$ cat src/rtl/i2s_pkg.sv
// i2s_pkg: shared types and constants for the I2S receive path.
// Latency: n/a (declarations only).
// Backpressure: n/a.
package i2s_pkg;

  // Receiver alignment state.
  typedef enum logic [1:0] {
    HUNT  = 2'd0,
    ALIGN = 2'd1,
    RUN   = 2'd2
  } state_e;

  // Word-select encoding: 0 = left channel, 1 = right channel.
  localparam logic CH_LEFT  = 1'b0;
  localparam logic CH_RIGHT = 1'b1;

  // Default sample width.
  localparam int AUDIO_DW_DEF = 8;

  // Bit counter width: must hold values 0 .. dw+1 (saturation point).
  function automatic int cnt_width(input int dw);
    return $clog2(dw + 2);
  endfunction

endpackage

$ cat src/rtl/i2s_rx_if.sv
// i2s_rx_if: parallel sample bus out of the I2S receiver.
// Latency: n/a (wires only); master = receiver, slave = sample consumer.
// Backpressure: none; strobes are one-cycle pulses the consumer must accept.
interface i2s_rx_if
  import i2s_pkg::*;
#(
  parameter int AUDIO_DW = AUDIO_DW_DEF
);
  logic [AUDIO_DW-1:0] l_data_o;       // last completed left word
  logic [AUDIO_DW-1:0] r_data_o;       // last completed right word
  logic                l_valid_o;      // l_data_o updated this cycle
  logic                r_valid_o;      // r_data_o updated this cycle
  logic                frame_valid_o;  // right publish closing a full L/R frame

  modport master (
    output l_data_o, r_data_o, l_valid_o, r_valid_o, frame_valid_o
  );

  modport slave (
    input l_data_o, r_data_o, l_valid_o, r_valid_o, frame_valid_o
  );
endinterface

$ cat src/rtl/i2s_rx_sync.sv
// i2s_rx_sync: synchronizer chains for SCK/WS/SD plus SCK rise-event detection.
// Latency: SYNC_STAGES clk_i cycles for ws/sd; rise flagged when sck_s is 1 and its delayed copy is 0.
// Backpressure: none.
// Ports: clk_i/rst_i; sck_i, ws_i, sd_i async pins in; sck_rise_o, ws_s_o, sd_s_o out.
module i2s_rx_sync #(
  parameter int SYNC_STAGES = 2
) (
  input  logic clk_i,
  input  logic rst_i,
  input  logic sck_i,
  input  logic ws_i,
  input  logic sd_i,
  output logic sck_rise_o,
  output logic ws_s_o,
  output logic sd_s_o
);

  logic [SYNC_STAGES-1:0] sck_sr;
  logic [SYNC_STAGES-1:0] ws_sr;
  logic [SYNC_STAGES-1:0] sd_sr;
  logic                   sck_d;

  // All three pins go through equal-depth chains so WS/SD stay aligned
  // with the SCK rise they belong to.
  always_ff @(posedge clk_i or posedge rst_i) begin
    if (rst_i) begin
      sck_sr <= '0;
      ws_sr  <= '0;
      sd_sr  <= '0;
      sck_d  <= 1'b0;
    end else begin
      sck_sr <= {sck_sr[SYNC_STAGES-2:0], sck_i};
      ws_sr  <= {ws_sr[SYNC_STAGES-2:0], ws_i};
      sd_sr  <= {sd_sr[SYNC_STAGES-2:0], sd_i};
      sck_d  <= sck_sr[SYNC_STAGES-1];
    end
  end

  assign sck_rise_o = sck_sr[SYNC_STAGES-1] & ~sck_d;
  assign ws_s_o     = ws_sr[SYNC_STAGES-1];
  assign sd_s_o     = sd_sr[SYNC_STAGES-1];

endmodule

$ cat src/rtl/i2s_rx.sv
// i2s_rx: I2S slave receiver, oversampled on clk_i; MSB-first L/R words published with 1-cycle strobes.
// Latency: data/valid registered at the clk_i edge that processes the SCK rise (3rd edge after sck_i high at defaults).
// Backpressure: none; each published word is a single-cycle pulse on the smp bus.
// Ports: clk_i, rst_i (async, active-high), enable_i, sck_i/ws_i/sd_i pins, smp (i2s_rx_if.master).
// Optional: define I2S_RX_ERR_EN to add err_cnt_o / err_clr_i (saturating framing-error counter).
module i2s_rx
  import i2s_pkg::*;
#(
  parameter int AUDIO_DW    = AUDIO_DW_DEF,
  parameter int SYNC_STAGES = 2
) (
  input  logic       clk_i,
  input  logic       rst_i,
  input  logic       enable_i,
  input  logic       sck_i,
  input  logic       ws_i,
  input  logic       sd_i,
`ifdef I2S_RX_ERR_EN
  input  logic       err_clr_i,
  output logic [7:0] err_cnt_o,
`endif
  i2s_rx_if.master   smp
);

  localparam int CW = cnt_width(AUDIO_DW);
  localparam logic [CW-1:0] CNT_MAX = CW'(AUDIO_DW + 1);
  localparam logic [CW-1:0] CNT_DW  = CW'(AUDIO_DW);

  logic sck_rise, ws_s, sd_s;

  i2s_rx_sync #(
    .SYNC_STAGES(SYNC_STAGES)
  ) u_sync (
    .clk_i     (clk_i),
    .rst_i     (rst_i),
    .sck_i     (sck_i),
    .ws_i      (ws_i),
    .sd_i      (sd_i),
    .sck_rise_o(sck_rise),
    .ws_s_o    (ws_s),
    .sd_s_o    (sd_s)
  );

  state_e              state_q, state_d;
  logic                ws_prev_q, ws_prev_d;
  logic                ch_q, ch_d;
  logic [CW-1:0]       cnt_q, cnt_d, cnt_inc;
  logic [AUDIO_DW-1:0] shift_q, shift_d, shift_upd;
  logic                left_seen_q, left_seen_d;
  logic [AUDIO_DW-1:0] l_data_q, l_data_d, r_data_q, r_data_d;
  logic                l_vld_q, l_vld_d, r_vld_q, r_vld_d, frm_vld_q, frm_vld_d;
`ifdef I2S_RX_ERR_EN
  logic                err_inc;
  logic [7:0]          err_q;
`endif

  always_ff @(posedge clk_i or posedge rst_i) begin
    if (rst_i) state_q <= HUNT;
    else       state_q <= state_d;
  end

  always_comb begin
    state_d     = state_q;
    ws_prev_d   = ws_prev_q;
    ch_d        = ch_q;
    cnt_d       = cnt_q;
    shift_d     = shift_q;
    left_seen_d = left_seen_q;
    l_data_d    = l_data_q;
    r_data_d    = r_data_q;
    l_vld_d     = 1'b0;
    r_vld_d     = 1'b0;
    frm_vld_d   = 1'b0;
`ifdef I2S_RX_ERR_EN
    err_inc     = 1'b0;
`endif

    // Shift value including the bit at this rise; bits past AUDIO_DW match
    // no index and are dropped, and unwritten LSBs stay 0 for short words.
    shift_upd = shift_q;
    for (int i = 0; i < AUDIO_DW; i++) begin
      if (cnt_q == CW'(AUDIO_DW - 1 - i)) shift_upd[i] = sd_s;
    end
    cnt_inc = (cnt_q == CNT_MAX) ? cnt_q : cnt_q + CW'(1);

    if (!enable_i) begin
      state_d     = HUNT;
      cnt_d       = '0;
      shift_d     = '0;
      left_seen_d = 1'b0;
    end else if (sck_rise) begin
      ws_prev_d = ws_s;
      unique case (state_q)
        HUNT: state_d = ALIGN;
        ALIGN: begin
          // First WS edge seen: the next rise carries a fresh MSB.
          if (ws_s != ws_prev_q) begin
            ch_d    = ws_s;
            cnt_d   = '0;
            shift_d = '0;
            state_d = RUN;
          end
        end
        RUN: begin
          if (ws_s != ws_prev_q) begin
            // WS change: this rise carries the LSB of the word for ch_q.
            if (ch_q == CH_LEFT) begin
              l_data_d    = shift_upd;
              l_vld_d     = 1'b1;
              left_seen_d = 1'b1;
            end else begin
              r_data_d    = shift_upd;
              r_vld_d     = 1'b1;
              frm_vld_d   = left_seen_q;
              left_seen_d = 1'b0;
            end
`ifdef I2S_RX_ERR_EN
            err_inc = (cnt_inc != CNT_DW);
`endif
            shift_d = '0;
            cnt_d   = '0;
            ch_d    = ws_s;
          end else begin
            shift_d = shift_upd;
            cnt_d   = cnt_inc;
          end
        end
        default: state_d = HUNT;
      endcase
    end
  end

  always_ff @(posedge clk_i or posedge rst_i) begin
    if (rst_i) begin
      ws_prev_q   <= 1'b0;
      ch_q        <= CH_LEFT;
      cnt_q       <= '0;
      shift_q     <= '0;
      left_seen_q <= 1'b0;
      l_data_q    <= '0;
      r_data_q    <= '0;
      l_vld_q     <= 1'b0;
      r_vld_q     <= 1'b0;
      frm_vld_q   <= 1'b0;
    end else begin
      ws_prev_q   <= ws_prev_d;
      ch_q        <= ch_d;
      cnt_q       <= cnt_d;
      shift_q     <= shift_d;
      left_seen_q <= left_seen_d;
      l_data_q    <= l_data_d;
      r_data_q    <= r_data_d;
      l_vld_q     <= l_vld_d;
      r_vld_q     <= r_vld_d;
      frm_vld_q   <= frm_vld_d;
    end
  end

`ifdef I2S_RX_ERR_EN
  // Clear wins over a same-cycle increment; count sticks at 255.
  always_ff @(posedge clk_i or posedge rst_i) begin
    if (rst_i)                          err_q <= 8'd0;
    else if (err_clr_i)                 err_q <= 8'd0;
    else if (err_inc && err_q != 8'hFF) err_q <= err_q + 8'd1;
  end
  assign err_cnt_o = err_q;
`endif

  assign smp.l_data_o      = l_data_q;
  assign smp.r_data_o      = r_data_q;
  assign smp.l_valid_o     = l_vld_q;
  assign smp.r_valid_o     = r_vld_q;
  assign smp.frame_valid_o = frm_vld_q;

endmodule

$ cat src/flat_wrapper.sv
// flat-port wrapper written by rule: the top's interface ports become plain ports
module i2s_rx_flat import i2s_pkg::*;
#(
  parameter int AUDIO_DW    = AUDIO_DW_DEF,
  parameter int SYNC_STAGES = 2
)
  (clk_i, rst_i, enable_i, sck_i, ws_i, sd_i, smp_l_data_o, smp_r_data_o, smp_l_valid_o, smp_r_valid_o, smp_frame_valid_o);
  i2s_rx_if #(.AUDIO_DW(AUDIO_DW)) smp_i ();
  input  logic clk_i;
  input  logic rst_i;
  input  logic enable_i;
  input  logic sck_i;
  input  logic ws_i;
  input  logic sd_i;
  output wire logic [$bits(smp_i.l_data_o)-1:0] smp_l_data_o;
  output wire logic [$bits(smp_i.r_data_o)-1:0] smp_r_data_o;
  output wire logic [$bits(smp_i.l_valid_o)-1:0] smp_l_valid_o;
  output wire logic [$bits(smp_i.r_valid_o)-1:0] smp_r_valid_o;
  output wire logic [$bits(smp_i.frame_valid_o)-1:0] smp_frame_valid_o;
  assign smp_l_data_o = smp_i.l_data_o;
  assign smp_r_data_o = smp_i.r_data_o;
  assign smp_l_valid_o = smp_i.l_valid_o;
  assign smp_r_valid_o = smp_i.r_valid_o;
  assign smp_frame_valid_o = smp_i.frame_valid_o;
  i2s_rx #(.AUDIO_DW(AUDIO_DW), .SYNC_STAGES(SYNC_STAGES)) u_core (.clk_i(clk_i), .rst_i(rst_i), .enable_i(enable_i), .sck_i(sck_i), .ws_i(ws_i), .sd_i(sd_i), .smp(smp_i));
endmodule
$ cat config.mk
export PLATFORM = sky130hd
export DESIGN_NAME = i2s_rx_flat
export DESIGN_NICKNAME = d
export VERILOG_FILES = /design/src/rtl/i2s_pkg.sv /design/src/rtl/i2s_rx_if.sv /design/src/rtl/i2s_rx_sync.sv /design/src/rtl/i2s_rx.sv /design/src/flat_wrapper.sv
export SDC_FILE = /design/constraint.sdc
export NUM_CORES = 1
export LEC_CHECK = 0
export BUFFER_PORTS_ARGS = -buffer_cell sky130_fd_sc_hd__buf_4
export CORE_ASPECT_RATIO = 1.4
export CORE_MARGIN = 4
export CORE_UTILIZATION = 32
export CTS_CLUSTER_SIZE = 25
export DETAILED_ROUTE_END_ITERATION = 6
export SLEW_MARGIN = 10
export SYNTH_ARGS = -nofsm -noshare
export SYNTH_HDL_FRONTEND = slang
export SYNTH_SLANG_ARGS = --single-unit
$ cat constraint.sdc
create_clock -name clk_i -period 3.9 [get_ports clk_i]
set_input_delay 0.585 -clock clk_i [delete_from_list [all_inputs] [get_ports clk_i]]
set_output_delay 0.585 -clock clk_i [all_outputs]
set_load 0.005 [all_outputs]
==> results of run 1 <==
-- path summary, 6_finish.rpt --
path | slack (ns) | to
max | 1.64 | u_core.cnt_q[3]
min | 0.35 | u_core.u_sync.sd_sr[1]
max reg2reg | 1.64 | u_core.cnt_q[3]
min reg2reg | 0.35 | u_core.u_sync.sd_sr[1]
max in group asynchronous | 3.13 | u_core.shift_q[4]
min in group asynchronous | 0.42 | u_core.u_sync.ws_sr[0]
-- sequential cells by signal, indices dropped and copies added, names as in the netlist --
name                      count
u_core.left_seen_q            1
u_core.u_sync.sd_sr           2
u_core.smp.r_data_o           8
u_core.smp.l_data_o           8
u_core.smp.l_valid_o          1
u_core.state_q                2
u_core.smp.r_valid_o          1
u_core.ch_q                   1
u_core.cnt_q                  4
u_core.shift_q                8
u_core.ws_prev_q              1
u_core.u_sync.ws_sr           2
u_core.u_sync.sck_sr          2
u_core.smp.frame_valid_o      1
u_core.u_sync.sck_d           1
-- report_power, final --
group	switching (W)	total (W)	internal [W]
clock	0.000155	0.000283	0.000128
combinational	0.0000337	0.0000552	0.0000215
sequential	0.00000955	0.000465	0.000456
total	0.000199	0.000804	0.000605
-- logic make-up (layout without fill, tap and decap cells) --
kind of cell / Yosys count / in the layout
multiplexers: 10 / 10
flip-flops: 43 / 43
XOR/XNOR: 2 / 2
AND/OR/NAND/NOR: 60 / 60
buffers and inverters: 14 / 43
adder cells (fa/ha/maj): 8 / 8
AO/OA/AOI/OAI: 38 / 38
-- cell usage in the layout (no fill, tap or decap), types with 6 or more instances in the layout --
| master | instances |
|---|---|
| mux2i_1 | 9 |
| buf_4 | 26 |
| inv_1 | 9 |
| nand2_1 | 27 |
| o31ai_1 | 10 |
| a21oi_1 | 8 |
| ha_1 | 8 |
| dfrtp_1 | 43 |
| nor2_1 | 13 |
| nand3_1 | 6 |
| o21ai_0 | 15 |
-- per-layer routing --
metal,vias to the layer above,wire [µm],global-route usage
met3,9,95,0.0276
met1,644,1370,0.116
li1,662,-,-
met4,0,126,0.0682
met5,-,0,0
met2,15,1930,0.192
-- through the flow --
step | utilization | setup slack (ns) | cells
4_1_cts | 0.396 | 1.63 | 272
3_3_place_gp | 0.379 | 1.69 | 264
3_5_place_dp | 0.379 | 1.64 | 264
6_report | 0.396 | 1.64 | 272
5_1_grt | 0.396 | 1.51 | 272
2_1_floorplan | - | 2.00 | 175
-- layout make-up --
class | count | area [µm²]
timing repair buffer | 26 | 195
multi-input combinational | 118 | 737
clock inverter | 3 | 25.0
inverter | 9 | 33.8
fill | 561 | 3380
tap | 68 | 85.1
clock buffer | 5 | 68.8
sequential | 43 | 1080
==> out/results.tsv, run 1 <==
stage	metric	value	unit
placement	placed wire-length estimate	2600	µm
clock_network	H-tree levels	2	
floorplanning	Site Rows	32	
pwr	VDD IR-drop max	0.169	mV
flow_run	max_cap viols	0	
logic_synthesis	most common cell in the netlist	dfrtp_1	
setup_path	Setup crit start	u_core.state_q[1]	
min_path	worst hold path type	flip-flop to flip-flop	
setup_path	crit start category	flip-flop	
logic_synthesis	Synth area leaders	dfrtp_1 (57%), nand2_1 (5.4%), ha_1 (5.3%)	
placement	area of placed instances	2130	µm²
drt	Final ANT Viol Nets	0	
drt	drt wl/cell	12.9	µm
global_route	GRT overflow	0	
clock_network	Clock Latency Late Sink	0.30	ns
global_route	largest net degree at the start of global routing	44	
drt	# DRC	0	
logic_synthesis	biggest area consumer among synthesized cells	dfrtp_1	
pwr	Power Density	362	nW/µm²
logic_synthesis	Synth cell types	30	
clock_network	hold buffers post-CTS	0	
logic_synthesis	FFs w/ async S/R, synth	1.00	
logic_synthesis	post-synth top area share	0.574	
timing	Max-Slew Margin vs Limit	0.551	
floorplanning	CORE AREA	5610	µm²
logic_synthesis	Synth Area in XOR/XNOR	0.0134	
cells_and_area	Antenna diodes	0	
clock_network	post-cts resize count	0	
setup_path	critical path's largest stage delay	0.57	ns
clock_network	CTS tree	done	
cells_and_area	share of layout cells above drive strength 1	0.181	
min_path	hold path start	u_core.u_sync.sd_sr[0]	
timing	Final Cycle Share	0.579	
clock_network	root buf cell	clkbuf_8	
min_path	hold path cells	0	
setup_path	Buf/Inv on CP	1	
pwr	P_leak	1.06	nW
drt	DRT Pass-1 Iters	4	
clock_network	Clock transition at path regs	0.08	ns
setup_path	crit-path max FO	21	
timing	fmax	0.443	GHz
drt	DRT iter0 DRCs	27	
logic_synthesis	adder-cell share of the synthesized area	0.0534	
floorplanning	Initial Util	0.334	
timing	Finish-stage setup viols	0	
timing	Hold Slack	0.352	ns
logic_synthesis	Mapped Avg Cell Area	10.7	µm²
logic_synthesis	Synth Area in Simple Gates	0.151	
drt	Routed WL	3510	µm
setup_path	Worst Setup End Kind	flip-flop	
logic_synthesis	Synth warnings	0	
global_route	global-route wire length before repair	6120	µm
clock_network	post-CTS setup buffers	0	
placement	Placer Congestion	0.714	
timing	clock skew	0.0125	ns
logic_synthesis	largest family of logic cells by synthesized area	simple AND/OR/NAND/NOR gates	
logic_synthesis	number of flops mapped to enable cells by yosys	0	
logic_synthesis	commonest cells in the netlist	dfrtp_1 (43), nand2_1 (27), o21ai_0 (15), nor2_1 (13), o31ai_1 (10)	
clock_network	CTS buffer count	5	
setup_path	Largest delay share family, worst path	simple AND/OR/NAND/NOR gates	
clock_network	Sink Count	43	
run_status	status	completed	
global_route	initial antenna violation count	0	
setup_path	Worst Path Arrival	2.50	ns
timing	Fin. Hold Viols	0	
logic_synthesis	Main synth FF type	dfrtp_1	
pwr	Total Power	0.000804	W
logic_synthesis	compound-gate portion of the synthesized area	0.122	
timing	fin crit period	2.26	ns
setup_path	CP max stage cell	or4_1	
cells_and_area	Area Overhead vs Synth	18.6	%
cells_and_area	Final Cell Area	2220	µm²
setup_path	worst-path cell chain	inv_1, ha_1, or4bb_1, o311a_1, or4_1, nand3_1	
logic_synthesis	mapped cell area	1870	µm²
drt	vias per cell	4.89	
logic_synthesis	FF+latch count, synth	43	
clock_network	Max Root-Sink Buffers	2	
timing	worst slew pin tran	0.674	ns
floorplanning	DIE HEIGHT	98.5	µm
timing	final setup TNS	0	ns
placement	IO buf count	24	
global_route	Tot GR Track Use	0.110	
setup_path	worst reg2reg path startpoint	u_core.state_q[1]	
setup_path	Critical Path RT	4.14	ns
setup_path	critical path class	flip-flop to flip-flop	
global_route	vias in the first global route	1331	
floorplanning	Die ar.	7160	µm²
logic_synthesis	mux share of post-synthesis cell area	0.0541	
floorplanning	Top Ports	25	
floorplanning	die width	72.7	µm
logic_synthesis	post-synth net total	189	
timing	RSZ-0062 raised after global routing	false	
logic_synthesis	Mapped Cells	175	
cells_and_area	Final #Nets	217	
logic_synthesis	sequential share of the synthesized area	0.574	
timing	Final Slew Violations	0	
drt	vias	1330	
setup_path	reg2reg path depth	6	
setup_path	cell depth of the worst setup path	6	
No activity file was read; power rests on OpenSTA's default activity.
==> run 2, diff against run 1 <==
==> constraint.sdc (replaced) <==
create_clock -name clk_i -period 2.3 [get_ports clk_i]
set_input_delay 0.345 -clock clk_i [delete_from_list [all_inputs] [get_ports clk_i]]
set_output_delay 0.345 -clock clk_i [all_outputs]
set_load 0.005 [all_outputs]
==> out/results.tsv, run 2 (synthesis results as in run 1) <==
stage	metric	value	unit	change
run_status	status	completed		
timing	worst slew pin tran	0.528	ns	-0.146 ns
setup_path	critical path's largest stage delay	0.49	ns	-0.08 ns
drt	drt wl/cell	13.1	µm	+1.6%
clock_network	CTS tree	done		
cells_and_area	commonest non-fill, non-tap cell in the layout	dfrtp_1		
timing	final setup TNS	0	ns	unchanged
clock_network	root buf cell	clkbuf_8		
setup_path	critical path class	flip-flop to flip-flop		
min_path	worst hold path type	input port to flip-flop		
setup_path	worst-path cell chain	inv_1, ha_1, or4bb_1, o311a_1, or4_1, nand3_1		
setup_path	Critical Path RT	2.53	ns	-1.61 ns
drt	met3 wire length	106	µm	+12%
placement	placed wire-length estimate	2580	µm	-0.49%
drt	DRT iter0 DRCs	40		+48%
pwr	VDD IR-drop max	0.387	mV	+130%
setup_path	crit-path max FO	6		-71%
flow_run	max_cap viols	0		unchanged
timing	Final Cycle Share	0.871		+0.292
clock_network	H-tree levels	2		unchanged
cells_and_area	Antenna diodes	0		unchanged
floorplanning	CORE AREA	5610	µm²	unchanged
drt	vias	1327		-0.23%
timing	worst path setup slack after routing	0.296	ns	-1.35 ns
placement	Placer Congestion	0.739		+3.5%
clock_network	Sink Count	43		unchanged
floorplanning	Initial Util	0.334		unchanged
setup_path	CP max stage cell	or4bb_1		
drt	Routed WL	3610	µm	+2.7%
clock_network	Clock transition at path regs	0.09	ns	about the same
placement	dpl cells	267		+1.1%
timing	Final Slew Violations	0		unchanged
floorplanning	Top Ports	25		unchanged
clock_network	post-CTS setup buffers	0		unchanged
global_route	vias in the first global route	1318		-0.98%
floorplanning	Site Rows	32		unchanged
floorplanning	DIE HEIGHT	98.5	µm	unchanged
cells_and_area	Final #Nets	220		+1.4%
timing	clock skew	0.0167	ns	+0.00426 ns
clock_network	post-cts resize count	0		unchanged
pwr	P_leak	1.07	nW	+1.2%
drt	Max Used Layer	met4		
clock_network	Clock Latency Late Sink	0.31	ns	about the same
clock_network	hold buffers post-CTS	0		unchanged
setup_path	Worst Setup End Kind	flip-flop		
cells_and_area	most frequent cells in the layout	dfrtp_1 (43), buf_4 (29), nand2_1 (27), o21ai_0 (15), nor2_1 (13)		
floorplanning	Die ar.	7160	µm²	unchanged
global_route	initial antenna violation count	0		unchanged
drt	WL met2	1960	µm	+1.8%
clock_network	CTS buffer count	5		unchanged
placement	IO buf count	24		unchanged
placement	dpl ws	0.328	ns	-1.31 ns
timing	fmax	0.499	GHz	+13%
drt	DRT Pass-1 Iters	5		+1
timing	Fin. Hold Viols	0		unchanged
cells_and_area	Finished Layout Cells	275		+1.1%
global_route	largest net degree at the start of global routing	44		unchanged
timing	fin crit period	2.00	ns	-0.253 ns
pwr	Power Density	617	nW/µm²	+71%
cells_and_area	share of layout cells above drive strength 1	0.193		+0.0119
timing	RSZ-0062 raised after global routing	false		
timing	Finish-stage setup viols	0		unchanged
drt	vias per cell	4.83		-1.3%
setup_path	crit start category	flip-flop		
global_route	Tot GR Track Use	0.111		+0.000741
drt	Final ANT Viol Nets	0		unchanged
global_route	global-route wire length before repair	6210	µm	+1.5%
pwr	Total Power	0.00139	W	+72%
floorplanning	die width	72.7	µm	unchanged
clock_network	Max Root-Sink Buffers	2		unchanged
cells_and_area	Area Overhead vs Synth	19.8	%	
drt	M1 WL	1480	µm	+8.4%
timing	Max-Slew Margin vs Limit	0.648		+0.0971
global_route	GRT overflow	0		unchanged
setup_path	Worst Path Arrival	2.24	ns	-0.26 ns
drt	# DRC	0		unchanged
-- run 2: cell types whose count changed in the layout (fill, tap and decap cells not counted) --
cell   delta
buf_4     +3
-- run 2: final cells by class --
cell class / count / area (µm²)
Sequential cell: 43 / 1080
Timing Repair Buffer: 29 / 218
Fill cell: 589 / 3360
Clock inverter: 3 / 25.0
Tap cell: 68 / 85.1
Inverter: 9 / 33.8
Multi-Input combinational cell: 118 / 737
Clock buffer: 5 / 68.8
-- run 2: stage by stage --
step / area [µm²] / utilization / hold slack (ns)
final: 2240 / 0.400 / 0.147
after global routing: 2240 / 0.400 / 0.127
after CTS: 2240 / 0.400 / 0.137
after detailed placement: 2150 / 0.383 / 0.338
after global placement: 2150 / 0.383 / 0.334
after floorplan: 1870 / - / 0.331
-- run 2: routing by layer --
layer / track usage / vias to the layer above
li1: - / 666
met2: 0.186 / 13
met3: 0.0337 / 5
met4: 0.0384 / 0
met1: 0.133 / 643
met5: 0 / -
-- run 2: worst max-delay path: cells and delay by family, from the launching register on --
| kind | cells | cell delay, ns |
|---|---|---|
| simple gates | 3 | 1.07 |
| flops | 1 | 0.40 |
| fa+ha+maj | 1 | 0.24 |
| compound gates | 1 | 0.15 |
| buf+inv | 1 | 0.08 |
-- run 2: power breakdown --
group	total [W]	switching, W	internal [W]
combinational	0.0000958	0.0000579	0.0000379
clock	0.000500	0.000283	0.000217
sequential	0.000789	0.0000162	0.000773
total	0.00139	0.000357	0.00103
-- run 2: worst paths after layout --
kind,from,to,slack [ns],cells after the start
setup / recovery,u_core.state_q[1],u_core.cnt_q[3],0.30,6
hold / removal,sck_i,u_core.u_sync.sck_sr[0],0.15,1
setup reg to reg,u_core.state_q[1],u_core.cnt_q[3],0.30,6
hold reg to reg,u_core.u_sync.ws_sr[0],u_core.u_sync.ws_sr[1],0.35,0
max in group asynchronous,rst_i,u_core.shift_q[5],1.76,3
min in group asynchronous,rst_i,u_core.smp.l_data_o[6],0.17,3
